==> config.mk <==
export PLATFORM = sky130hd
export DESIGN_NAME = control_unit
export DESIGN_NICKNAME = d
export VERILOG_FILES = /design/src/rtl/cpu_pkg.sv /design/src/rtl/branch_cond.sv /design/src/rtl/control_unit.sv
export SDC_FILE = /design/constraint.sdc
export NUM_CORES = 1
export LEC_CHECK = 0
export ABC_AREA = 1
export CAP_MARGIN = 5
export CORE_UTILIZATION = 40
export CTS_CLUSTER_DIAMETER = 100
export DETAILED_ROUTE_END_ITERATION = 8
export DONT_BUFFER_PORTS = 1
export GPL_TIMING_DRIVEN = 0
export SLEW_MARGIN = 25
export SYNTH_ARGS = -nofsm -noshare
export SYNTH_HDL_FRONTEND = slang
export SYNTH_SLANG_ARGS = --single-unit
==> constraint.sdc <==
create_clock -name clock_in -period 3.9 [get_ports clock_in]
set_input_delay 0.78 -clock clock_in [delete_from_list [all_inputs] [get_ports clock_in]]
set_output_delay 0.78 -clock clock_in [all_outputs]
set_load 0.01 [all_outputs]
==> src/rtl/cpu_pkg.sv <==
// -----------------------------------------------------------------------------
// cpu_pkg
// Types and constants shared by the accumulator CPU blocks: the instruction
// opcode set, the control FSM state encoding, the datapath mux selects and
// ALU operation codes. It also holds a helper that maps raw opcode fields onto
// the legal opcode set.
// -----------------------------------------------------------------------------
package cpu_pkg;

    localparam int DATA_WIDTH   = 11;
    localparam int OPCODE_WIDTH = 5;
    localparam int INSTR_WIDTH  = OPCODE_WIDTH + DATA_WIDTH;

    typedef enum logic [4:0] {
        OP_HLT  = 5'b00000,
        OP_STO  = 5'b00001,
        OP_LD   = 5'b00010,
        OP_LDI  = 5'b00011,
        OP_ADD  = 5'b00100,
        OP_ADDI = 5'b00101,
        OP_SUB  = 5'b00110,
        OP_SUBI = 5'b00111,
        OP_BEQ  = 5'b01000,
        OP_BNE  = 5'b01001,
        OP_BGT  = 5'b01010,
        OP_BGE  = 5'b01011,
        OP_BLT  = 5'b01100,
        OP_BLE  = 5'b01101,
        OP_JMP  = 5'b01110,
        OP_NOP  = 5'b01111
    } opcode_e;

    typedef enum logic [2:0] {
        ST_INIT,
        ST_FETCH,
        ST_DECODE,
        ST_EXEC,
        ST_MEMWB,
        ST_HALT
    } state_e;

    // Accumulator source select.
    typedef enum logic [1:0] {
        SEL_A_MEM = 2'b00,
        SEL_A_IMM = 2'b01,
        SEL_A_ALU = 2'b10
    } sel_a_e;

    // ALU B source select.
    localparam logic SEL_B_MEM = 1'b0;
    localparam logic SEL_B_IMM = 1'b1;

    // ALU operation.
    localparam logic ALU_ADD = 1'b0;
    localparam logic ALU_SUB = 1'b1;

    // The upper half of the opcode space is unused; those encodings behave
    // exactly like HLT so a corrupted program stops instead of running wild.
    function automatic opcode_e decode_opcode(input logic [OPCODE_WIDTH-1:0] raw);
        if (raw[OPCODE_WIDTH-1]) begin
            return OP_HLT;
        end
        return opcode_e'(raw);
    endfunction

endpackage

==> src/rtl/branch_cond.sv <==
// -----------------------------------------------------------------------------
// branch_cond
// Combinational branch resolver. Returns taken_o=1 when the opcode is a
// branch whose condition holds for the current Z/N flags; non-branch opcodes
// always return 0.
//   opcode_i  decoded opcode
//   flag_z_i  datapath zero flag
//   flag_n_i  datapath negative flag
//   taken_o   branch taken
// -----------------------------------------------------------------------------
module branch_cond
    import cpu_pkg::*;
(
    input  opcode_e opcode_i,
    input  logic    flag_z_i,
    input  logic    flag_n_i,
    output logic    taken_o
);

    always_comb begin
        // NOTE: assigning a default before the case keeps every path driven,
        // so no latch is inferred for opcodes the case does not list.
        taken_o = 1'b0;
        case (opcode_i)
            OP_BEQ:  taken_o = flag_z_i;
            OP_BNE:  taken_o = !flag_z_i;
            OP_BGT:  taken_o = !flag_z_i && !flag_n_i;
            OP_BGE:  taken_o = !flag_n_i;
            OP_BLT:  taken_o = flag_n_i;
            OP_BLE:  taken_o = flag_z_i || flag_n_i;
            OP_JMP:  taken_o = 1'b1;
            default: taken_o = 1'b0;
        endcase
    end

endmodule

==> src/rtl/control_unit.sv <==
// -----------------------------------------------------------------------------
// control_unit
// Multi-cycle control FSM of the accumulator CPU. Holds PC, IR and state,
// fetches and decodes instructions and drives every datapath control input.
// All control outputs are Moore: decoded from the state and IR only.
//   clock_in           clock, rising edge
//   reset_n_in         asynchronous active-low reset
//   instr_in           instruction memory read data (one cycle after pc_out)
//   flag_Z_in/N_in     datapath status flags, sampled in EXEC
//   pc_out             instruction memory address
//   operand_out        IR operand field
//   sel_A_out          accumulator source (00 mem, 01 operand, 10 ALU)
//   sel_B_out          ALU B source (1 operand, 0 mem)
//   alu_op_out         0 add, 1 subtract
//   acc_wr_out         accumulator write enable
//   status_wr_out      status write enable
//   acc_reset_out      accumulator reset
//   status_reset_out   status register reset
//   mem_wr_out         data memory write strobe
//   halted_out         high while in HALT
// -----------------------------------------------------------------------------
module control_unit
    import cpu_pkg::*;
#(
    parameter int DATA_WIDTH   = cpu_pkg::DATA_WIDTH,
    parameter int OPCODE_WIDTH = cpu_pkg::OPCODE_WIDTH
) (
    input  logic                               clock_in,
    input  logic                               reset_n_in,
    input  logic [OPCODE_WIDTH+DATA_WIDTH-1:0] instr_in,
    input  logic                               flag_Z_in,
    input  logic                               flag_N_in,
    output logic [DATA_WIDTH-1:0]              pc_out,
    output logic [DATA_WIDTH-1:0]              operand_out,
    output logic [1:0]                         sel_A_out,
    output logic                               sel_B_out,
    output logic                               alu_op_out,
    output logic                               acc_wr_out,
    output logic                               status_wr_out,
    output logic                               acc_reset_out,
    output logic                               status_reset_out,
    output logic                               mem_wr_out,
    output logic                               halted_out
);

    localparam int IW = OPCODE_WIDTH + DATA_WIDTH;

    state_e                 state_q, state_d;
    logic [DATA_WIDTH-1:0]  pc_q, pc_d;
    logic [IW-1:0]          ir_q, ir_d;

    opcode_e                opcode;
    logic [DATA_WIDTH-1:0]  operand;
    logic                   branch_taken;

    assign opcode  = decode_opcode(ir_q[IW-1 -: OPCODE_WIDTH]);
    assign operand = ir_q[DATA_WIDTH-1:0];

    branch_cond u_branch_cond (
        .opcode_i (opcode),
        .flag_z_i (flag_Z_in),
        .flag_n_i (flag_N_in),
        .taken_o  (branch_taken)
    );

    // State, PC and IR registers.
    always_ff @(posedge clock_in or negedge reset_n_in) begin
        if (!reset_n_in) begin
            state_q <= ST_INIT;
            pc_q    <= '0;
            ir_q    <= '0;
        end else begin
            // NOTE: non-blocking assignments make every register update from
            // the values present before the edge, independent of order.
            state_q <= state_d;
            pc_q    <= pc_d;
            ir_q    <= ir_d;
        end
    end

    // Next-state logic, including PC/IR updates.
    always_comb begin
        state_d = state_q;
        pc_d    = pc_q;
        ir_d    = ir_q;
        case (state_q)
            ST_INIT:   state_d = ST_FETCH;
            ST_FETCH:  state_d = ST_DECODE;
            ST_DECODE: begin
                ir_d    = instr_in;
                pc_d    = pc_q + DATA_WIDTH'(1);   // wraps to 0 at the top
                state_d = ST_EXEC;
            end
            ST_EXEC: begin
                // branch_cond only fires for branch opcodes; a taken branch
                // replaces the PC+1 written during DECODE.
                if (branch_taken) begin
                    pc_d = operand;
                end
                case (opcode)
                    OP_HLT:                state_d = ST_HALT;
                    OP_LD, OP_ADD, OP_SUB: state_d = ST_MEMWB;
                    default:               state_d = ST_FETCH;
                endcase
            end
            ST_MEMWB:  state_d = ST_FETCH;
            ST_HALT:   state_d = ST_HALT;
            default:   state_d = ST_INIT;
        endcase
    end

    // Moore output decode.
    always_comb begin
        sel_A_out        = SEL_A_MEM;
        sel_B_out        = SEL_B_MEM;
        alu_op_out       = ALU_ADD;
        acc_wr_out       = 1'b0;
        status_wr_out    = 1'b0;
        acc_reset_out    = 1'b0;
        status_reset_out = 1'b0;
        mem_wr_out       = 1'b0;
        halted_out       = 1'b0;
        case (state_q)
            ST_INIT: begin
                acc_reset_out    = 1'b1;
                status_reset_out = 1'b1;
            end
            ST_EXEC: begin
                case (opcode)
                    OP_LDI: begin
                        sel_A_out  = SEL_A_IMM;
                        acc_wr_out = 1'b1;
                    end
                    OP_ADDI, OP_SUBI: begin
                        sel_B_out     = SEL_B_IMM;
                        alu_op_out    = (opcode == OP_SUBI) ? ALU_SUB : ALU_ADD;
                        sel_A_out     = SEL_A_ALU;
                        acc_wr_out    = 1'b1;
                        status_wr_out = 1'b1;
                    end
                    OP_STO:  mem_wr_out = 1'b1;
                    default: ;
                endcase
            end
            ST_MEMWB: begin
                // The data memory read was addressed by operand_out during
                // EXEC, so its data is valid here.
                case (opcode)
                    OP_LD: begin
                        sel_A_out  = SEL_A_MEM;
                        acc_wr_out = 1'b1;
                    end
                    OP_ADD, OP_SUB: begin
                        sel_B_out     = SEL_B_MEM;
                        alu_op_out    = (opcode == OP_SUB) ? ALU_SUB : ALU_ADD;
                        sel_A_out     = SEL_A_ALU;
                        acc_wr_out    = 1'b1;
                        status_wr_out = 1'b1;
                    end
                    default: ;
                endcase
            end
            ST_HALT: halted_out = 1'b1;
            default: ;
        endcase
    end

    assign pc_out      = pc_q;
    assign operand_out = operand;

endmodule

Word level (Yosys, flattened, before mapping)
Cells that the tools add are included.
{ "word_totals": {"reg_bits": 30, "in_bits": 20, "output_inout_bits": 32, "wordCells": 64} }
{ "op_classes": {"n_addsub": 1, "n_eq_ne": 20, "n_mux": 27, "reduce_logical": 13} }
{ "ops": {"columns": ["cell", "count"], "rows": [
  ["5-bit by 4-bit equality test with 1-bit output (second input constant)", 7],
  ["11-bit case mux with 2 select lines", 1],
  ["5-bit by 3-bit equality test with 1-bit output (second input constant)", 4],
  ["3-bit case mux with 5 select lines", 1],
  ["1-bit two-way mux", 14],
  ["11-bit by 1-bit adder with 11-bit output (second input constant)", 1],
  ["11-bit two-way mux", 1],
  ["5-bit by 2-bit equality test with 1-bit output (second input constant)", 2],
  ["5-bit two-way mux", 2],
  ["2-bit case mux with 2 select lines", 2],
  ["1-bit case mux with 7 select lines", 1],
  ["3-bit by 2-bit equality test with 1-bit output (second input constant)", 2],
  ["3-bit equality test (second input constant)", 2],
  ["1-bit case mux with 2 select lines", 3],
  ["3-bit case mux with 2 select lines", 1],
  ["2-bit OR reduction", 3],
  ["3-bit OR reduction", 2],
  ["5-bit by 1-bit equality test with 1-bit output (second input constant)", 1],
  ["5-bit zero test", 1],
  ["3-bit by 1-bit equality test with 1-bit output (second input constant)", 1],
  ["3-bit zero test", 1],
  ["1-bit zero test", 2],
  ["2-bit two-way mux", 1],
  ["2-bit != test (second input constant)", 1],
  ["4 further kinds", 4]
]} }

Longest topological paths before layout
{ "depth": {"ltp_word": 6, "ltp_mapped": 12, "depth_no_buf": 11} }

Modules after synthesis
From an unflattened synthesis, not the netlist that was laid out.
{ "unflattened": {"cells_unflattened": 265, "area_unflattened_um2": 1873.0} }
{ "by_module_without_submodules": {"columns": ["module", "n_inst", "cells_per_inst", "area_per_inst_um2", "seq_area_each_um2"], "rows": [
  ["control_unit", 1, 244, 1790.5, 750.7],
  ["branch_cond", 1, 21, 82.6, 0.0]
]} }

Worst setup path after synthesis
OpenSTA, ideal clock, no wires.
{ "synth_path": {"kind": "reg-to-output", "from": "register state_q[2]", "to": "output port sel_A_out[1]", "arrival_time_ps": 1267, "required_time_ps": 3120, "slack_ps": 1853, "path_stages_with_launch": 6, "n_path_buf": 1, "cell_sequence": "dfrtp_1 buf_2 nor2_4 nand2_1 nor3_2 o21bai_1"} }
{ "synth_via": {"elab_chain_len": 2, "elab_cells_between_ends": 3, "cone_classes": "eq/ne (2); mux (1)"} }
{ "synth_rtl": {"columns": ["element", "line_no", "rtl"], "rows": [
  ["start, declared", "control_unit.sv:48", "state_e state_q, state_d;"],
  ["start signal, assigned", "control_unit.sv:75", "state_q <= state_d;"],
  ["3-bit equality test / 3-bit by 2-bit equality test with 1-bit output (equally long branches)", "control_unit.sv:123", "case (state_q)"],
  ["2-bit case mux with 2 select lines *", "control_unit.sv:123", null],
  ["end, declared", "control_unit.sv:35", "output logic [1:0] sel_A_out,"]
]} }
Mark *: on every way between the ends. The rest lies on a longest branch, timed or not.

Worst setup path in the final report
{ "layout_path": {"from": "register state_q[1]", "to": "output port sel_A_out[1]"} }
The elaborated chain is that of the path after synthesis.

==> results.md <==
- Status: finished, final reports clean
- Number of vias per cell: 5.17
- Post-synth EDFFs: 0
- Clk pin slew, worst setup/hold paths: 60 ps
- Fin crit share: 0.653
- Post-Route WL: 4070 µm
- Min cycle time layout: 2550 ps
- Yosys warnings: 0
- CTS tree: yes
- Worst Hold Class: input port to asynchronous set/reset pin
- Number of global-route vias before repair: 1392
- Final net count: 261
- CTS H-Tree Depth: 2
- Reg area: 751 µm²
- Post-Route Utilization: 0.454
- CP cell instances: nand2_1 > nor2_4 > nand2_1 > nor3_2 > o21bai_1
- Crit-path max FO: 10
- Die Y: 70.2 µm
- Detail Route Antenna Nets: 0
- PwrDens: 878 nW/µm²
- Sum Neg Setup Slack: 0 ps
- Max cap viols: 0
- Post-Syn Instances: 233
- Worst-Skew Late Latency: 280 ps
- Row cnt: 24
- Worst-margin pin slew: 411 ps
- Global-route wire length before repair: 6750 µm
- CP startpoint: state_q[1]
- GR Overflow Total: 0
- Clk sinks: 30
- Register-to-register setup slack: 2270 ps
- Final Hold Violating Endpoints: 0
- Starting density of the core: 0.422
- Initial DRT Pass Iterations: 4
- Die area: 4930 µm²
- DR iter-0 viols: 85
- Diodes inserted: 0
- Die width: 70.2 µm
- Postcts setup bufs: 0
- Gr usage total: 0.177
- Routed len/inst: 14.0 µm
- Setup Skew: 3.87 ps
- Unique masters post-synth: 28
- Final HPWL DP: 2900 µm
- Largest cells by area after synthesis: dfrtp_1 40%, nand2_1 11%, mux2_2 6.7%
- Crit path largest cell delay: 420 ps
- Syn_nets: 254
- Ys flop type: dfrtp_1
- Hold slack: 183 ps
- Root Buffer: clkbuf_8
- Critical path capture point type: output port
- Post-CTS Hold Fix Bufs: 0
- Post-synth top cells: 57 x nand2_1, 30 x dfrtp_1, 21 x nor2_1
- Arr. time, crit path: 1770 ps
- Register area share after synthesis: 0.403
- Pwr Total: 1760 µW
- Syn_area_per_cell: 7.99 µm²
- Rel. slew slack: 0.724
- Fill count: 465
- Area grow syn2layout: 7.59%
- Multi-input logic area: 898 µm²
- Most common cell on crit path: nand2_1
- Required time worst endpoint: 3120 ps
- Pre-CTS WS: 1650 ps
- Maximum vdd drop: 0.393 mV
- Final setup viols: 0
- Max Buffers Root-to-Sink: 2
- Most common cell in the synthesized netlist: nand2_1
- Initial antenna violation count: 0
- Netlist Area Pre-Place: 1860 µm²
- R2r startpoint: pc_out[0]
- Port bufs: 0
- Share of cells above drive strength 1: 0.254
- Pin count of the biggest net entering global routing: 31
- Core area: 4410 µm²
- CP startpoint kind: register
- Placer's final routability congestion estimate: 0.898
- PnR worst setup slack: 1350 ps
- Leading area contributor after synthesis: dfrtp_1
- RSZ-0062 raised after global routing: false
- Leakage: 0.000985 µW
- Asr flop ratio synth: 1.00
- Yosys top cell area share: 0.403
- Critical path type: register to output port
- CP max stage cell: dfrtp_1
- Vias: 1509
- Slew Limit Fails: 0
- Post-CTS sizing: 0
- DRC: 0
- Flops & latches, synth: 30
- Number of I/O pins: 52
- Achievable Freq: 392 MHz
- CTS buffer count: 5
layout by cell type, fill, tap and decap left out, types with 4 or more instances in the layout:
master     n
inv_1     16
nand2_1   57
nand3_1   20
a21oi_1   10
buf_2      4
nand2_2   12
nor2_2     4
dfrtp_1   30
buf_4     14
o21ai_0    7
nor2_1    21
mux2_2    11
clkbuf_8   5
cell type report:
class / instances / area share
Tap cell: 52 / 0.0325
Clock buffer: 7 / 0.0381
Sequential cell: 30 / 0.375
Multi-Input combinational cell: 166 / 0.448
Buffer: 19 / 0.0725
Inverter: 18 / 0.0337
sequential cells by signal, summed over array words and instances (netlist names):
name     count
ir_q        16
state_q      3
pc_out      11
layer usage:
metal,global-route usage,wire length (µm),up-vias
li1,-,-,751
met1,0.248,1950,713
met2,0.250,1790,39
met3,0.0693,275,6
met4,0.0578,63,0
met5,0,0,-
final timing paths:
check,to,cells after the start
setup / recovery,sel_A_out[1],5
hold / removal,ir_q[9],0
setup reg to reg,pc_out[8],9
hold reg to reg,ir_q[7],1
max in group asynchronous,state_q[1],0
min in group clock_in,ir_q[7],1
where the power goes:
part,leakage (µW),switching [µW],internal (µW)
Sequential,0.000361,168,459
Clock,0.0000383,114,123
Combinational,0.000585,517,378
Total,0.000985,799,960
cells by family after synthesis:
| logic type | after synthesis | share of synthesized area |
|---|---|---|
| muxes | 11 | 0.0665 |
| DFF | 30 | 0.403 |
| AOI/OAI and AO/OA | 25 | 0.0726 |
| buffers and inverters | 37 | 0.114 |
| and+or+nand+nor | 125 | 0.318 |
| adders and majority gates | 1 | 0.00672 |
| xor gates and xnor gates | 4 | 0.0188 |
worst max-delay path, delay by kind of cell (launching register included):
kind / cells / cell delay [ps]
AND/OR/NAND/NOR: 4 / 840
flip-flops: 1 / 420
AO/OA/AOI/OAI: 1 / 220
stage by stage:
stage | instances | cell area (µm²)
2_1_floorplan | 233 | 1860
3_3_place_gp | 285 | 1930
3_5_place_dp | 285 | 1930
4_1_cts | 292 | 2000
5_1_grt | 292 | 2000
6_report | 292 | 2000
Power figures use the tool's default switching activity.
==> variant: new RTL, same flow settings <==
Add an input register stage for `instr_in`, `flag_Z_in` and `flag_N_in`, with the module's reset; this delays them by one clock. Comments in the files are not updated.
--- a/src/rtl/control_unit.sv
+++ b/src/rtl/control_unit.sv
@@ -46,4 +46,20 @@
     localparam int IW = OPCODE_WIDTH + DATA_WIDTH;
 
+    logic [OPCODE_WIDTH+DATA_WIDTH-1:0] instr_q;
+    logic flag_Z_q;
+    logic flag_N_q;
+
+    always_ff @(posedge clock_in or negedge reset_n_in) begin
+        if (!reset_n_in) begin
+            instr_q  <= '0;
+            flag_Z_q <= '0;
+            flag_N_q <= '0;
+        end else begin
+            instr_q  <= instr_in;
+            flag_Z_q <= flag_Z_in;
+            flag_N_q <= flag_N_in;
+        end
+    end
+
     state_e                 state_q, state_d;
     logic [DATA_WIDTH-1:0]  pc_q, pc_d;
@@ -59,6 +75,6 @@
     branch_cond u_branch_cond (
         .opcode_i (opcode),
-        .flag_z_i (flag_Z_in),
-        .flag_n_i (flag_N_in),
+        .flag_z_i (flag_Z_q),
+        .flag_n_i (flag_N_q),
         .taken_o  (branch_taken)
     );
@@ -88,5 +104,5 @@
             ST_FETCH:  state_d = ST_DECODE;
             ST_DECODE: begin
-                ir_d    = instr_in;
+                ir_d    = instr_q;
                 pc_d    = pc_q + DATA_WIDTH'(1);   // wraps to 0 at the top
                 state_d = ST_EXEC;
Behaviour: not the same (a bounded check fails within 4 cycles, from zero or initial values and one cycle with reset_n_in low).
==> variant against the unedited design <==
Via count up 6.9%; routed wire length up 11%; sequential cell count up 18; count of clock-buffer cells in the layout unchanged; total power up 13%; area after synthesis up 21%; setup slack worse by 36 ps; cell area up 21%.
==> variant: results (changes against the unedited design) <==
| Metric | Value |
|---|---|
| XOR/XNOR share of the synthesized area | 1.56% (-0.33 points) |
| CTS Buf Count | 5 (unchanged) |
| Nets | 280 (+7.3%) |
| Crit Path Max Fanout | 9 (-1) |
| Status | complete, no violations |
| Sequential fraction of the synthesis area | 53.3% (+13 points) |
| Post-synth ARST share | 100% (unchanged) |
| Worst path buffer plus inverter count | 1 (+1) |
| Critical Path AT | 1800 ps (+30 ps) |
| Clock latency on the worst-skew pair | 300 ps (+20 ps) |
| Yosys cell types | 27 (-3.6%) |
| Worst slew pin tran | 415 ps (+4.45 ps) |
| Slowest-stage cell, CP | dfrtp_1 |
| Final HPWL DP | 3290 um (+14%) |
| Synth Area in Compound Gates | 6.83% (-0.42 points) |
| Dpl ws | 1620 ps (-23.4 ps) |
| CP delay by family, top | simple AND/OR/NAND/NOR gates |
| Starting DRC count in detailed routing | 140 (+65%) |
| Placed Area | 2340 um2 (+21%) |
| Pin count of the biggest net entering global routing | 49 (+58%) |
| Max incr delay on CP | 450 ps (+30 ps) |
| Peak supply drop | 0.000275 V (-30%) |
| Vias post-DR | 1,613 (+6.9%) |
| Drt first pass iters | 5 (+1) |
| Synth warn | 0 (unchanged) |
| GP Congestion | 0.862 (-4.0%) |
| Fraction of layout cells with a size suffix above 1 | 16.9% (-8.5 points) |
| First-pass GRT wire length | 7590 um (+12%) |
| Commonest cells in the netlist | nand2_1, dfrtp_1, nor2_1 |
| Overall Global Routing Usage | 16.7% (-1.0 points) |
| Via count of the first global-routing pass | 1,522 (+9.3%) |
| Clk_skew | 5.43 ps (+1.56 ps) |
| Post-synth net total | 273 (+7.5%) |
| Synth area leaders | dfrtp_1, nand2_1, nand3_1 |
| Clock Pin Slew Worst Setup and Hold Paths | 90 ps (+30 ps) |
| Drt wl/cell | 13.7 um (-1.6%) |
| Initial antenna violation count | 0 (unchanged) |
| LEAKAGE | 1.18 nW (+19%) |
| Post-synthesis adder-cell area fraction | 0.556% (-0.12 points) |
| Root buf cell | clkbuf_8 |
| Multiplexer area fraction after synthesis | 5.00% (-1.7 points) |
## variant: cell types whose count changed after synthesis, sizes merged, moves of 2 or more
| cell | change |
|---|---|
| dfrtp | +18 |
| nand2 | -9 |
| nand3 | +4 |
| nor2 | +4 |
| inv | +3 |
| a21oi | -2 |
| o21bai | -2 |
## variant: cell families (layout without fill, tap and decap cells)
group / Yosys count / after routing
AO/OA/AOI/OAI: 27 / 27
adder cells (fa/ha/maj): 1 / 1
buffers and inverters: 41 / 49
flip-flops: 48 / 48
XOR/XNOR: 4 / 4
AND/OR/NAND/NOR: 121 / 121
multiplexers: 10 / 10
## variant: area by class of cell
cell class / count / area (um2)
plain buffers: 19 / 139
well taps: 70 / 87.6
clock buffers: 7 / 86.3
clock inverters: 1 / 7.51
flip-flops and latches: 48 / 1200
inverters: 22 / 82.6
fillers: 519 / 2840
multi-input cells: 163 / 830
## variant: per-layer routing
layer	vias up	wire length [um]	global-route usage, %
met5	-	0	0
met4	0	62	6.98
met3	7	230	4.76
met2	44	2120	25.7
met1	749	2110	22.1
li1	813	-	-
## variant: power by group
part / switching, W / internal, W / leakage [nW]
combinational: 0.000486 / 0.000362 / 0.560
sequential: 0.000179 / 0.000656 / 0.572
clock: 0.000164 / 0.000144 / 0.0445
total: 0.000829 / 0.00116 / 1.18
## variant: final timing paths
check | from | to | slack (ps) | cells past startpoint
max | state_q[2] | acc_wr_out | 1320 | 5
min | reset_n_in | instr_q[14] | 160 | 0
max reg2reg | pc_out[0] | pc_out[8] | 2190 | 8
min reg2reg | instr_q[7] | ir_q[7] | 480 | 1
max in group asynchronous | reset_n_in | state_q[0] | 3630 | 0
min in group clock_in | instr_q[7] | ir_q[7] | 480 | 1
## variant: worst register-to-register path: cells and delay by family, from the launching register on
family / cells / cell delay, ps
AND/OR/NAND/NOR: 6 / 700
AO/OA/AOI/OAI: 1 / 190
flip-flops: 1 / 480
adder cells (fa/ha/maj): 1 / 230
## variant: stage by stage
stage,utilization (%),instances
2_1_floorplan,-,252
3_3_place_gp,44.4,322
3_5_place_dp,44.4,322
4_1_cts,46.2,330
5_1_grt,46.2,330
6_report,46.2,330
